`src/rtl/brch_ckpt_fifo_if.sv`:
```
// Allocation-stage branch checkpoint bus: branch inserts, ROB commit/mispredict
// in, occupancy and recovery information out.
interface brch_ckpt_fifo_if #(
    parameter int DEPTH = 4,
    parameter int LANES = 4,
    parameter int IDX_W = 6,
    parameter int POS_W = 7,
    parameter int CNT_W = $clog2(DEPTH + 1)
);
    logic [LANES-1:0]       brch_in;
    logic [LANES*IDX_W-1:0] brch_idx_in;
    logic [LANES*POS_W-1:0] brch_pos_in;
    logic                   cmt_brch;
    logic [IDX_W-1:0]       cmt_brch_indx;
    logic                   mis_pred;
    logic [IDX_W-1:0]       brch_mis_indx;
    logic                   ful_out;
    logic [CNT_W-1:0]       cnt_out;
    logic                   rcvr_vld_out;
    logic [POS_W-1:0]       rcvr_pos_out;
    logic [IDX_W-1:0]       rcvr_idx_out;
    logic [2:0]             err_out;

    modport master (
        output brch_in, brch_idx_in, brch_pos_in, cmt_brch, cmt_brch_indx,
               mis_pred, brch_mis_indx,
        input  ful_out, cnt_out, rcvr_vld_out, rcvr_pos_out, rcvr_idx_out, err_out
    );

    modport slave (
        input  brch_in, brch_idx_in, brch_pos_in, cmt_brch, cmt_brch_indx,
               mis_pred, brch_mis_indx,
        output ful_out, cnt_out, rcvr_vld_out, rcvr_pos_out, rcvr_idx_out, err_out
    );
endinterface

```
`src/rtl/brch_ckpt_fifo.sv`:
```
// Branch checkpoint FIFO: in-order ring of {ROB idx, rename pos} per in-flight
// branch, with in-order commit and mispredict truncation/recovery.
module brch_ckpt_fifo #(
    parameter int DEPTH = 4,
    parameter int LANES = 4,
    parameter int IDX_W = 6,
    parameter int POS_W = 7,
    parameter int CNT_W = $clog2(DEPTH + 1)
) (
    input  logic          clk,
    input  logic          rst,
    brch_ckpt_fifo_if.slave bus
);
    localparam int PTR_W = $clog2(DEPTH);
    localparam int SUM_W = CNT_W + 1;

    logic [IDX_W-1:0] r_idx [DEPTH];
    logic [POS_W-1:0] r_pos [DEPTH];
    logic [PTR_W-1:0] r_head;
    logic [PTR_W-1:0] r_tail;
    logic [CNT_W-1:0] r_cnt;
    logic             r_rcvr_vld;
    logic [POS_W-1:0] r_rcvr_pos;
    logic [IDX_W-1:0] r_rcvr_idx;
    logic [2:0]       r_err;

    logic [CNT_W-1:0] w_n;
    logic [PTR_W-1:0] w_lane_slot [LANES];
    logic [PTR_W-1:0] w_off [DEPTH];
    logic             w_hit;
    logic [PTR_W-1:0] w_hit_slot;
    logic [PTR_W-1:0] w_dist;
    logic             w_cmt_ok;
    logic [CNT_W-1:0] w_cnt_post;
    logic [SUM_W-1:0] w_sum;
    logic [PTR_W-1:0] w_head_nxt;
    logic [PTR_W-1:0] w_tail_nxt;
    logic [CNT_W-1:0] w_cnt_nxt;
    logic             w_ins_en;
    logic [2:0]       w_err_set;

    // Compaction: each valid lane takes the next free slot after the ones before it.
    always_comb begin
        w_n = '0;
        for (int k = 0; k < LANES; k++) begin
            w_lane_slot[k] = r_tail + PTR_W'(w_n);
            if (bus.brch_in[k]) begin
                w_n = w_n + CNT_W'(1);
            end else begin
                w_n = w_n;
            end
        end
    end

    // Mispredict search over the live window [head, head+count).
    always_comb begin
        w_hit      = 1'b0;
        w_hit_slot = '0;
        for (int i = 0; i < DEPTH; i++) begin
            w_off[i] = PTR_W'(i) - r_head;
            if ((CNT_W'(w_off[i]) < r_cnt) && (r_idx[i] == bus.brch_mis_indx)) begin
                w_hit      = 1'b1;
                w_hit_slot = PTR_W'(i);
            end else begin
                w_hit      = w_hit;
                w_hit_slot = w_hit_slot;
            end
        end
    end

    assign w_dist   = w_hit_slot - r_head;
    assign w_cmt_ok = bus.cmt_brch && (r_cnt != '0) && (r_idx[r_head] == bus.cmt_brch_indx);

    // Next pointer/count and error events; a mispredict squashes same-cycle inserts.
    always_comb begin
        w_head_nxt = r_head;
        w_tail_nxt = r_tail;
        w_cnt_nxt  = r_cnt;
        w_cnt_post = r_cnt;
        w_sum      = '0;
        w_ins_en   = 1'b0;
        w_err_set  = 3'b000;
        if (bus.mis_pred) begin
            if (w_hit) begin
                w_tail_nxt = w_hit_slot;
                if (w_hit_slot == r_head) begin
                    // The head itself is the mispredict: a matching commit is moot.
                    w_cnt_nxt    = '0;
                    w_err_set[1] = bus.cmt_brch && !w_cmt_ok;
                end else if (w_cmt_ok) begin
                    w_head_nxt = r_head + PTR_W'(1);
                    w_cnt_nxt  = CNT_W'(w_dist) - CNT_W'(1);
                end else begin
                    w_cnt_nxt    = CNT_W'(w_dist);
                    w_err_set[1] = bus.cmt_brch;
                end
            end else begin
                w_err_set[2] = 1'b1;
                if (w_cmt_ok) begin
                    w_head_nxt = r_head + PTR_W'(1);
                    w_cnt_nxt  = r_cnt - CNT_W'(1);
                end else begin
                    w_err_set[1] = bus.cmt_brch;
                end
            end
        end else begin
            if (w_cmt_ok) begin
                w_head_nxt = r_head + PTR_W'(1);
                w_cnt_post = r_cnt - CNT_W'(1);
            end else begin
                w_err_set[1] = bus.cmt_brch;
            end
            w_sum = SUM_W'(w_cnt_post) + SUM_W'(w_n);
            if (w_n == '0) begin
                w_cnt_nxt = w_cnt_post;
            end else if (w_sum > SUM_W'(DEPTH)) begin
                w_cnt_nxt    = w_cnt_post;
                w_err_set[0] = 1'b1;
            end else begin
                w_ins_en   = 1'b1;
                w_tail_nxt = r_tail + PTR_W'(w_n);
                w_cnt_nxt  = CNT_W'(w_sum);
            end
        end
    end

    // State, entry storage, recovery pulse and sticky error flags.
    always_ff @(posedge clk or posedge rst) begin
        if (rst) begin
            r_head     <= '0;
            r_tail     <= '0;
            r_cnt      <= '0;
            r_rcvr_vld <= 1'b0;
            r_rcvr_pos <= '0;
            r_rcvr_idx <= '0;
            r_err      <= 3'b000;
            for (int i = 0; i < DEPTH; i++) begin
                r_idx[i] <= '0;
                r_pos[i] <= '0;
            end
        end else begin
            r_head     <= w_head_nxt;
            r_tail     <= w_tail_nxt;
            r_cnt      <= w_cnt_nxt;
            r_err      <= r_err | w_err_set;
            r_rcvr_vld <= bus.mis_pred && w_hit;
            if (bus.mis_pred && w_hit) begin
                r_rcvr_pos <= r_pos[w_hit_slot];
                r_rcvr_idx <= r_idx[w_hit_slot];
            end else begin
                r_rcvr_pos <= r_rcvr_pos;
                r_rcvr_idx <= r_rcvr_idx;
            end
            for (int k = 0; k < LANES; k++) begin
                if (w_ins_en && bus.brch_in[k]) begin
                    r_idx[w_lane_slot[k]] <= bus.brch_idx_in[k*IDX_W +: IDX_W];
                    r_pos[w_lane_slot[k]] <= bus.brch_pos_in[k*POS_W +: POS_W];
                end else begin
                    r_idx[w_lane_slot[k]] <= r_idx[w_lane_slot[k]];
                    r_pos[w_lane_slot[k]] <= r_pos[w_lane_slot[k]];
                end
            end
        end
    end

    assign bus.cnt_out      = r_cnt;
    assign bus.ful_out      = (SUM_W'(DEPTH) - SUM_W'(r_cnt)) < SUM_W'(LANES);
    assign bus.rcvr_vld_out = r_rcvr_vld;
    assign bus.rcvr_pos_out = r_rcvr_pos;
    assign bus.rcvr_idx_out = r_rcvr_idx;
    assign bus.err_out      = r_err;
endmodule
```
`src/flat_wrapper.sv`:
```
// flat-port wrapper written by rule: the top's interface ports become plain ports
module brch_ckpt_fifo_flat 
#(
    parameter int DEPTH = 4,
    parameter int LANES = 4,
    parameter int IDX_W = 6,
    parameter int POS_W = 7,
    parameter int CNT_W = $clog2(DEPTH + 1)
)
  (clk, rst, bus_brch_in, bus_brch_idx_in, bus_brch_pos_in, bus_cmt_brch, bus_cmt_brch_indx, bus_mis_pred, bus_brch_mis_indx, bus_ful_out, bus_cnt_out, bus_rcvr_vld_out, bus_rcvr_pos_out, bus_rcvr_idx_out, bus_err_out);
  brch_ckpt_fifo_if #(.DEPTH(DEPTH), .LANES(LANES), .IDX_W(IDX_W), .POS_W(POS_W), .CNT_W(CNT_W)) bus_i ();
  input  logic clk;
  input  logic rst;
  input wire logic [$bits(bus_i.brch_in)-1:0] bus_brch_in;
  input wire logic [$bits(bus_i.brch_idx_in)-1:0] bus_brch_idx_in;
  input wire logic [$bits(bus_i.brch_pos_in)-1:0] bus_brch_pos_in;
  input wire logic [$bits(bus_i.cmt_brch)-1:0] bus_cmt_brch;
  input wire logic [$bits(bus_i.cmt_brch_indx)-1:0] bus_cmt_brch_indx;
  input wire logic [$bits(bus_i.mis_pred)-1:0] bus_mis_pred;
  input wire logic [$bits(bus_i.brch_mis_indx)-1:0] bus_brch_mis_indx;
  output wire logic [$bits(bus_i.ful_out)-1:0] bus_ful_out;
  output wire logic [$bits(bus_i.cnt_out)-1:0] bus_cnt_out;
  output wire logic [$bits(bus_i.rcvr_vld_out)-1:0] bus_rcvr_vld_out;
  output wire logic [$bits(bus_i.rcvr_pos_out)-1:0] bus_rcvr_pos_out;
  output wire logic [$bits(bus_i.rcvr_idx_out)-1:0] bus_rcvr_idx_out;
  output wire logic [$bits(bus_i.err_out)-1:0] bus_err_out;
  assign bus_i.brch_in = bus_brch_in;
  assign bus_i.brch_idx_in = bus_brch_idx_in;
  assign bus_i.brch_pos_in = bus_brch_pos_in;
  assign bus_i.cmt_brch = bus_cmt_brch;
  assign bus_i.cmt_brch_indx = bus_cmt_brch_indx;
  assign bus_i.mis_pred = bus_mis_pred;
  assign bus_i.brch_mis_indx = bus_brch_mis_indx;
  assign bus_ful_out = bus_i.ful_out;
  assign bus_cnt_out = bus_i.cnt_out;
  assign bus_rcvr_vld_out = bus_i.rcvr_vld_out;
  assign bus_rcvr_pos_out = bus_i.rcvr_pos_out;
  assign bus_rcvr_idx_out = bus_i.rcvr_idx_out;
  assign bus_err_out = bus_i.err_out;
  brch_ckpt_fifo #(.DEPTH(DEPTH), .LANES(LANES), .IDX_W(IDX_W), .POS_W(POS_W), .CNT_W(CNT_W)) u_core (.clk(clk), .rst(rst), .bus(bus_i));
endmodule
```
`config.mk`:
```
export PLATFORM = sky130hd
export DESIGN_NAME = brch_ckpt_fifo_flat
export DESIGN_NICKNAME = d
export VERILOG_FILES = /design/src/rtl/brch_ckpt_fifo_if.sv /design/src/rtl/brch_ckpt_fifo.sv /design/src/flat_wrapper.sv
export SDC_FILE = /design/constraint.sdc
export NUM_CORES = 1
export LEC_CHECK = 0
export ABC_AREA = 1
export CORE_UTILIZATION = 28
export CTS_CLUSTER_SIZE = 24
export DETAILED_ROUTE_END_ITERATION = 8
export GPL_ROUTABILITY_DRIVEN = 0
export GPL_TIMING_DRIVEN = 0
export PLACE_DENSITY_LB_ADDON = 0.25
export REMOVE_ABC_BUFFERS = 1
export SETUP_SLACK_MARGIN = 0.1
export SLEW_MARGIN = 15
export SYNTH_ARGS = -nofsm -noshare
export SYNTH_HDL_FRONTEND = slang
export SYNTH_SLANG_ARGS = --single-unit
```
`constraint.sdc`:
```
create_clock -name clk -period 8.3 [get_ports clk]
set_clock_uncertainty 0.05 [all_clocks]
set_input_delay 1.66 -clock clk [delete_from_list [all_inputs] [get_ports clk]]
set_output_delay 1.66 -clock clk [all_outputs]
set_load 0.01 [all_outputs]
```
After elaboration in Yosys (flattened, before gate mapping)
Index checks and enable logic that the tools add are counted.
{"block": "totals", "reg_bits": 76, "in_bits": 72, "out_inout_bits": 21, "wordCells": 197}
{"block": "classes", "add_sub_neg": 17, "magnitude_cmp": 16, "eq_ne": 10, "muxes": 112, "n_bitwise": 7, "reduce_logical": 20}
{"operator": "28-bit bitwise mux", "count": 8}
{"operator": "24-bit bitwise mux", "count": 8}
{"operator": "28-bit two-way mux", "count": 4}
{"operator": "7-bit two-way mux", "count": 14}
{"operator": "24-bit two-way mux", "count": 4}
{"operator": "6-bit two-way mux", "count": 16}
{"operator": "6-bit binary-select mux with 2-bit select", "count": 6}
{"operator": "7-bit binary-select mux with 2-bit select", "count": 5}
{"operator": "7-bit demux with 2-bit select", "count": 4}
{"operator": "6-bit demux with 2-bit select", "count": 4}
{"operator": "3-bit two-way mux", "count": 11}
{"operator": "6-bit equality test", "count": 5}
{"operator": "2-bit two-way mux", "count": 10}
{"operator": "3-bit greater-or-equal comparator (second input constant)", "count": 6}
{"operator": "1-bit two-way mux", "count": 18}
{"operator": "2-bit inverter with 3-bit output", "count": 6}
{"operator": "1-bit logical AND", "count": 16}
{"operator": "2-bit by 3-bit less-than comparator with 1-bit output", "count": 4}
{"operator": "3-bit by 1-bit less-than comparator with 1-bit output (second input constant)", "count": 4}
{"operator": "2-bit adder", "count": 3}
{"operator": "3-bit by 1-bit adder with 3-bit output (second input constant)", "count": 2}
{"operator": "3-bit by 3-bit adder with 4-bit output", "count": 1}
{"operator": "4-bit by 3-bit greater-than comparator with 1-bit output (second input constant)", "count": 1}
{"operator": "4-bit by 3-bit less-than comparator with 1-bit output (second input constant)", "count": 1}
{"operator": "18 further kinds", "count": 21}

Logic depth before layout (Yosys ltp)
{"block": "depth", "depth_word": 21, "ltp_mapped": 30, "mapped_depth_nobuf": 29}

Worst setup path after synthesis
OpenSTA, ideal clock, no wires.
{"block": "synth_path", "path_kind": "input -> register", "startpoint": "input port bus_brch_in[0]", "endpoint": "register u_core.r_pos[10] (netlist bit)", "setup_ps": 77, "arrival_time_ps": 5343, "required_time_ps": 8173, "path_slack_ps": 2830, "cell_stages": 23, "n_path_buf": 4, "path_cell_list": "clkbuf_1 -> buf_1 -> inv_1 -> ha_1 -> inv_1 -> nand2_1 -> nand2_1 -> inv_1 -> ha_1 -> or2_2 -> nand2_2 -> inv_1 -> fa_1 -> or2_0 -> nand3_1 -> nand2_1 -> nor2_4 -> buf_4 -> buf_2 -> nand4_1 -> nand3_1 -> nand3_1 -> a21oi_1"}
{"block": "synth_via", "elab_chain_cells": 20, "word_cells_on_any_way": 57, "cone_classes": "add/sub: 7; order compare: 7; mux: 32; bitwise: 3; reduce/logical: 8"}
{"item": "start, declared", "line": "flat_wrapper.sv:14", "text": "input wire logic [$bits(bus_i.brch_in)-1:0] bus_brch_in;"}
{"item": "1-bit two-way mux", "line": "brch_ckpt_fifo.sv:47", "text": "if (bus.brch_in[k]) begin"}
{"item": "1-bit by 1-bit adder with 2-bit output", "line": "brch_ckpt_fifo.sv:48", "text": "w_n = w_n + CNT_W'(1);"}
{"item": "3-bit two-way mux", "line": "brch_ckpt_fifo.sv:47"}
{"item": "3-bit by 1-bit adder with 3-bit output", "line": "brch_ckpt_fifo.sv:48"}
{"item": "3-bit two-way mux", "line": "brch_ckpt_fifo.sv:47"}
{"item": "3-bit by 1-bit adder with 3-bit output", "line": "brch_ckpt_fifo.sv:48"}
{"item": "3-bit two-way mux", "line": "brch_ckpt_fifo.sv:47"}
{"item": "3-bit by 3-bit adder with 4-bit output", "line": "brch_ckpt_fifo.sv:113", "text": "w_sum = SUM_W'(w_cnt_post) + SUM_W'(w_n);"}
{"item": "(+4 left out)"}
{"item": "1-bit logical AND", "line": "brch_ckpt_fifo.sv:155", "text": "if (w_ins_en && bus.brch_in[k]) begin"}
{"item": "28-bit two-way mux", "line": "brch_ckpt_fifo.sv:155"}
{"item": "28-bit bitwise mux (on tied branches)", "line": "brch_ckpt_fifo.sv:160, brch_ckpt_fifo.sv:157"}
{"item": "28-bit two-way mux", "line": "brch_ckpt_fifo.sv:155"}
{"item": "28-bit bitwise mux (on tied branches)", "line": "brch_ckpt_fifo.sv:160, brch_ckpt_fifo.sv:157"}
{"item": "28-bit two-way mux", "line": "brch_ckpt_fifo.sv:155"}
{"item": "28-bit bitwise mux (on tied branches)", "line": "brch_ckpt_fifo.sv:160, brch_ckpt_fifo.sv:157"}
{"item": "28-bit two-way mux (*)", "line": "brch_ckpt_fifo.sv:155"}
{"item": "end signal, assigned by index", "line": "brch_ckpt_fifo.sv:157", "text": "r_pos[w_lane_slot[k]] <= bus.brch_pos_in[k*POS_W +: POS_W];"}
{"item": "end signal, assigned by index", "line": "brch_ckpt_fifo.sv:160", "text": "r_pos[w_lane_slot[k]] <= r_pos[w_lane_slot[k]];"}
{"item": "end, declared", "line": "brch_ckpt_fifo.sv:18", "text": "logic [POS_W-1:0] r_pos [DEPTH];"}
Mark *: on every way between the ends. The rest lies on a longest branch, timed or not. The select of a mux whose other input is x is not followed.
A chain may end at the register's enable or synchronous reset.

Worst setup path after layout
{"block": "layout_path", "startpoint": "input port bus_brch_in[1]", "endpoint": "register u_core.r_pos[22] (netlist bit)"}
{"block": "layout_via", "elab_chain_cells": 18, "word_cells_on_any_way": 45, "cone_classes": "add/sub: 5; order compare: 5; mux: 26; bitwise: 2; reduce/logical: 7"}
{"item": "3-bit two-way mux", "line": "brch_ckpt_fifo.sv:47"}
{"item": "3-bit by 1-bit adder with 3-bit output", "line": "brch_ckpt_fifo.sv:48"}
{"item": "3-bit two-way mux", "line": "brch_ckpt_fifo.sv:47"}
{"item": "3-bit by 1-bit adder with 3-bit output", "line": "brch_ckpt_fifo.sv:48"}
{"item": "3-bit two-way mux", "line": "brch_ckpt_fifo.sv:47"}
{"item": "3-bit by 3-bit adder with 4-bit output", "line": "brch_ckpt_fifo.sv:113"}
{"item": "4-bit by 3-bit greater-than comparator with 1-bit output", "line": "brch_ckpt_fifo.sv:116", "text": "end else if (w_sum > SUM_W'(DEPTH)) begin"}
{"item": "1-bit two-way mux", "line": "brch_ckpt_fifo.sv:116"}
{"item": "(+2 left out)"}
{"item": "1-bit logical AND", "line": "brch_ckpt_fifo.sv:155"}
{"item": "28-bit two-way mux", "line": "brch_ckpt_fifo.sv:155"}
{"item": "28-bit bitwise mux (on tied branches)", "line": "brch_ckpt_fifo.sv:160, brch_ckpt_fifo.sv:157"}
{"item": "28-bit two-way mux", "line": "brch_ckpt_fifo.sv:155"}
{"item": "28-bit bitwise mux (on tied branches)", "line": "brch_ckpt_fifo.sv:160, brch_ckpt_fifo.sv:157"}
{"item": "28-bit two-way mux", "line": "brch_ckpt_fifo.sv:155"}
{"item": "28-bit bitwise mux (on tied branches)", "line": "brch_ckpt_fifo.sv:160, brch_ckpt_fifo.sv:157"}
{"item": "28-bit two-way mux (*)", "line": "brch_ckpt_fifo.sv:155"}
Marks and branches as above.

==> impl_results.md <==
- Status: completed
- Static Leak: 6.07 nW
- CP Class: input pin to flop
- Power density cells: between 400 and 500 nW/µm²
- Post-CTS Setup Inserts: 0
- Mean Syn Cell Area: 5.36 µm²
- Clock sinks: 76
- Synth Area in XOR/XNOR: 0.0150
- Worst path arrival time: 7.63 ns
- Iteration-0 DRC Markers: 1541
- Post-synthesis sequential area ratio: 0.194
- Max_slew headroom: 0.155
- Warnings, synthesis: 0
- Peak Freq: ~0.14 GHz
- Fin. Hold Viols: 0
- Initial antenna violation count: 0
- WL final: about 44 mm
- Core area: 34500 µm²
- Peak supply drop: between 200 and 250 µV
- CTS tree: done
- Clock Latency Late Sink: 0.36 ns
- H-Tree Depth: 3
- Hold WC Path Type: flop to flop
- Max_cap viols: 0
- Worst setup SP type: input pin
- Clk pin slew, worst setup/hold paths: 0.07 ns
- Nets: 1934
- Post-synthesis mux area share: 0
- # setup viols final: 0
- Hold WS: 0.409 ns
- Number of cell rows: 68
- Vias in the first global route: 11.2k
- Largest net degree at the start of global routing: 61
- Mapped Area: 9810 µm²
- Largest family of logic cells by synthesized area: simple AND/OR/NAND/NOR gates
- Post-synthesis adder-cell area fraction: 0.0263
- Area leader, netlist: nand2_1
- GRT Residual Overflow: 0
- All-layer global routing usage: 0.245
- Cts hold-fix bufs: 0
- TritonRoute pass-1 iters: 6
- Post-synth top area share: 0.258
- P&R area growth vs syn: 16.5%
- Top sig layer: met4
- DIE AREA: 35800 µm²
- CP Max Fanout: 31
- Most used DFF post-synth: dfrtp_1
- Antenna Nets Post-Route: 0
- Routed metal-1 wirelength: 18.2 mm
- WL met2: 19.5 mm
- Instance count of the mapped netlist: 1831
- Gates resized, CTS repair: 0
- Post-synthesis compound-gate area fraction: 0.105
- Post-DP HPWL: 29.4 mm
- Share of layout cells above drive strength 1: 0.0379
- DIE WIDTH: 189 µm
- Post-layout minimum cycle time: about 7.4 ns
- WL met3: 4.47 mm
- Total CTS buffers: 9
- Clock Tree Root: clkbuf_16
- Async set-reset flop share out of synthesis: 1.00
- IO Count: 93
- Total number of vias: ~12k
- Slew Viols, Final: 0
- Post-Synth Simple-Gate Area: 0.511
- WP data required: 8.55 ns
- Avg WL per Cell: 19.1 µm
- Vias per inst: 5.31
- Period utilisation layout: 0.890
- Port Buffers: 92
- Worst-Margin Slew: 1.26 ns
- First-pass GRT wire length: around 66 mm
- Crit end category: flop
- DIE HEIGHT: 189 µm
- Initial Util: 0.284
- N_diodes: 0
- Finished Core Util: 0.331
- RSZ-0062 raised after global routing: false
- Number of flops mapped to enable cells by yosys: 0
- Layout fillers: 3913
- Drc violations: 0
- CTS max path bufs: 2
- Synth area leaders: nand2_1 26%, dfrtp_1 19%, nand3_1 14%, inv_1 9.4%, o21ai_0 4.5%
- Yosys cell types: 40
- Post-synthesis register bit count: 76
-- report_power, final --
part	leakage, nW	internal [W]	switching, W	total (W)
clock network	0.173	0.000323	0.000184	0.000508
logic	5.00	0.00137	0.00290	0.00427
registers	0.896	0.000576	0.000297	0.000873
-- state kept, by name (all words and copies together) (netlist names) --
signal / count
u_core.r_head: 2
u_core.r_tail: 2
u_core.bus.cnt_out: 3
u_core.bus.rcvr_pos_out: 7
u_core.bus.rcvr_idx_out: 6
u_core.r_pos: 28
u_core.bus.err_out: 3
u_core.bus.rcvr_vld_out: 1
u_core.r_idx: 24
-- cell usage in the layout (no fill, tap or decap), types with 2 or more instances in the layout --
master / instances
nand2_1: 672
nand3_1: 279
inv_1: 246
nor2_1: 108
clkdlybuf4s50_1: 91
o21ai_0: 88
a21oi_1: 81
dfrtp_1: 76
nand4_1: 67
ha_1: 18
nand2_2: 11
xnor2_1: 10
o211ai_1: 10
clkbuf_16: 9
o21ai_1: 8
nor2_4: 8
inv_2: 7
nor2_2: 5
xor2_1: 5
buf_16: 5
or2_1: 4
bufinv_16: 4
o21bai_1: 3
o21ai_2: 2
or2_2: 2
nand3_4: 2
nand3b_1: 2
nand3_2: 2
inv_4: 2
clkinv_1: 2
buf_12: 2
buf_6: 2
-- logic make-up after synthesis --
| family | after synthesis |
|---|---|
| AO/OA/AOI/OAI | 196 |
| adder cells (fa/ha/maj) | 20 |
| XOR/XNOR | 16 |
| flip-flops | 76 |
| buffers and inverters | 359 |
| AND/OR/NAND/NOR | 1164 |
-- Yosys cell counts, types with 3 or more instances --
library cell	count
buf_2	34
clkbuf_1	43
inv_1	247
nand4_1	67
nand3_1	279
dfrtp_1	76
buf_1	7
nand2_1	674
buf_4	14
o21ai_0	88
nor2_2	3
o211ai_1	10
nand3_2	3
o21ai_1	9
xor2_1	5
o21bai_1	3
xnor2_1	10
a21oi_1	81
or2_1	4
nand2_2	9
inv_2	7
nor2_1	113
nor2_4	5
ha_1	19
-- area by class of cell --
cell class | instances | area, µm² | share of cell area
clock inverters | 5 | 125 | 0.0109
repair buffers | 102 | 1130 | 0.0990
well taps | 455 | 569 | 0.0498
flip-flops and latches | 76 | 1900 | 0.166
inverters | 257 | 970 | 0.0848
clock buffers | 10 | 229 | 0.0200
multi-input cells | 1396 | 6500 | 0.569
-- worst paths after layout --
kind                                            startpoint                                      to  slack [ns]  depth (start not counted)
min reg2reg                u_core.bus.err_out[2]$_DFF_PP0_         u_core.bus.err_out[2]$_DFF_PP0_        0.41                          1
max                                         bus_brch_in[1]              u_core.r_pos[22]$_DFF_PP0_        0.91                         24
max in group asynchronous                              rst              u_core.r_idx[20]$_DFF_PP0_        5.95                          3
min in group asynchronous                              rst  u_core.bus.rcvr_pos_out[0]$_DFFE_PP0P_        1.62                          2
max reg2reg                   u_core.r_head[0]$_DFFE_PP0P_              u_core.r_pos[22]$_DFF_PP0_        2.33                         29
min                        u_core.bus.err_out[2]$_DFF_PP0_         u_core.bus.err_out[2]$_DFF_PP0_        0.41                          1
-- through the flow --
stage	worst slack, ns	area [µm²]	TNS [ns]	power [W]	cells
after floorplan	2.30	9320	0	0.00356	1729
after global placement	-1.42	10800	-66.65	0.00486	2276
after detailed placement	0.758	11100	0	0.00501	2286
after CTS	1.11	11400	0	0.00554	2301
after global routing	0.729	11400	0	0.00616	2301
final	0.914	11400	0	0.00565	2301
-- worst max-delay path, stage by stage --
cell	delay [ns]
clkdlybuf4s50_1	1.06
inv_1	0.10
ha_1	0.38
nand2_1	0.08
nand2_1	0.13
inv_1	0.06
ha_1	0.27
or2_2	0.30
nand2_2	0.12
inv_1	0.09
fa_1	0.49
or2_0	0.23
nand3_1	0.07
nand2_1	0.11
nor2_4	0.66
buf_12	0.29
nand3_2	0.51
inv_1	0.43
nand2_1	0.18
nand3_1	0.11
nand2_1	0.06
nand2_1	0.07
nand2_1	0.07
nand2_1	0.05
-- per-layer routing --
layer  GRT usage  vias to the layer above
li1            -                     5835
met1       0.326                     5555
met2       0.389                      700
met3      0.0361                      123
met4       0.110                        0
met5           0                        -
No activity file was read; power rests on OpenSTA's default activity.
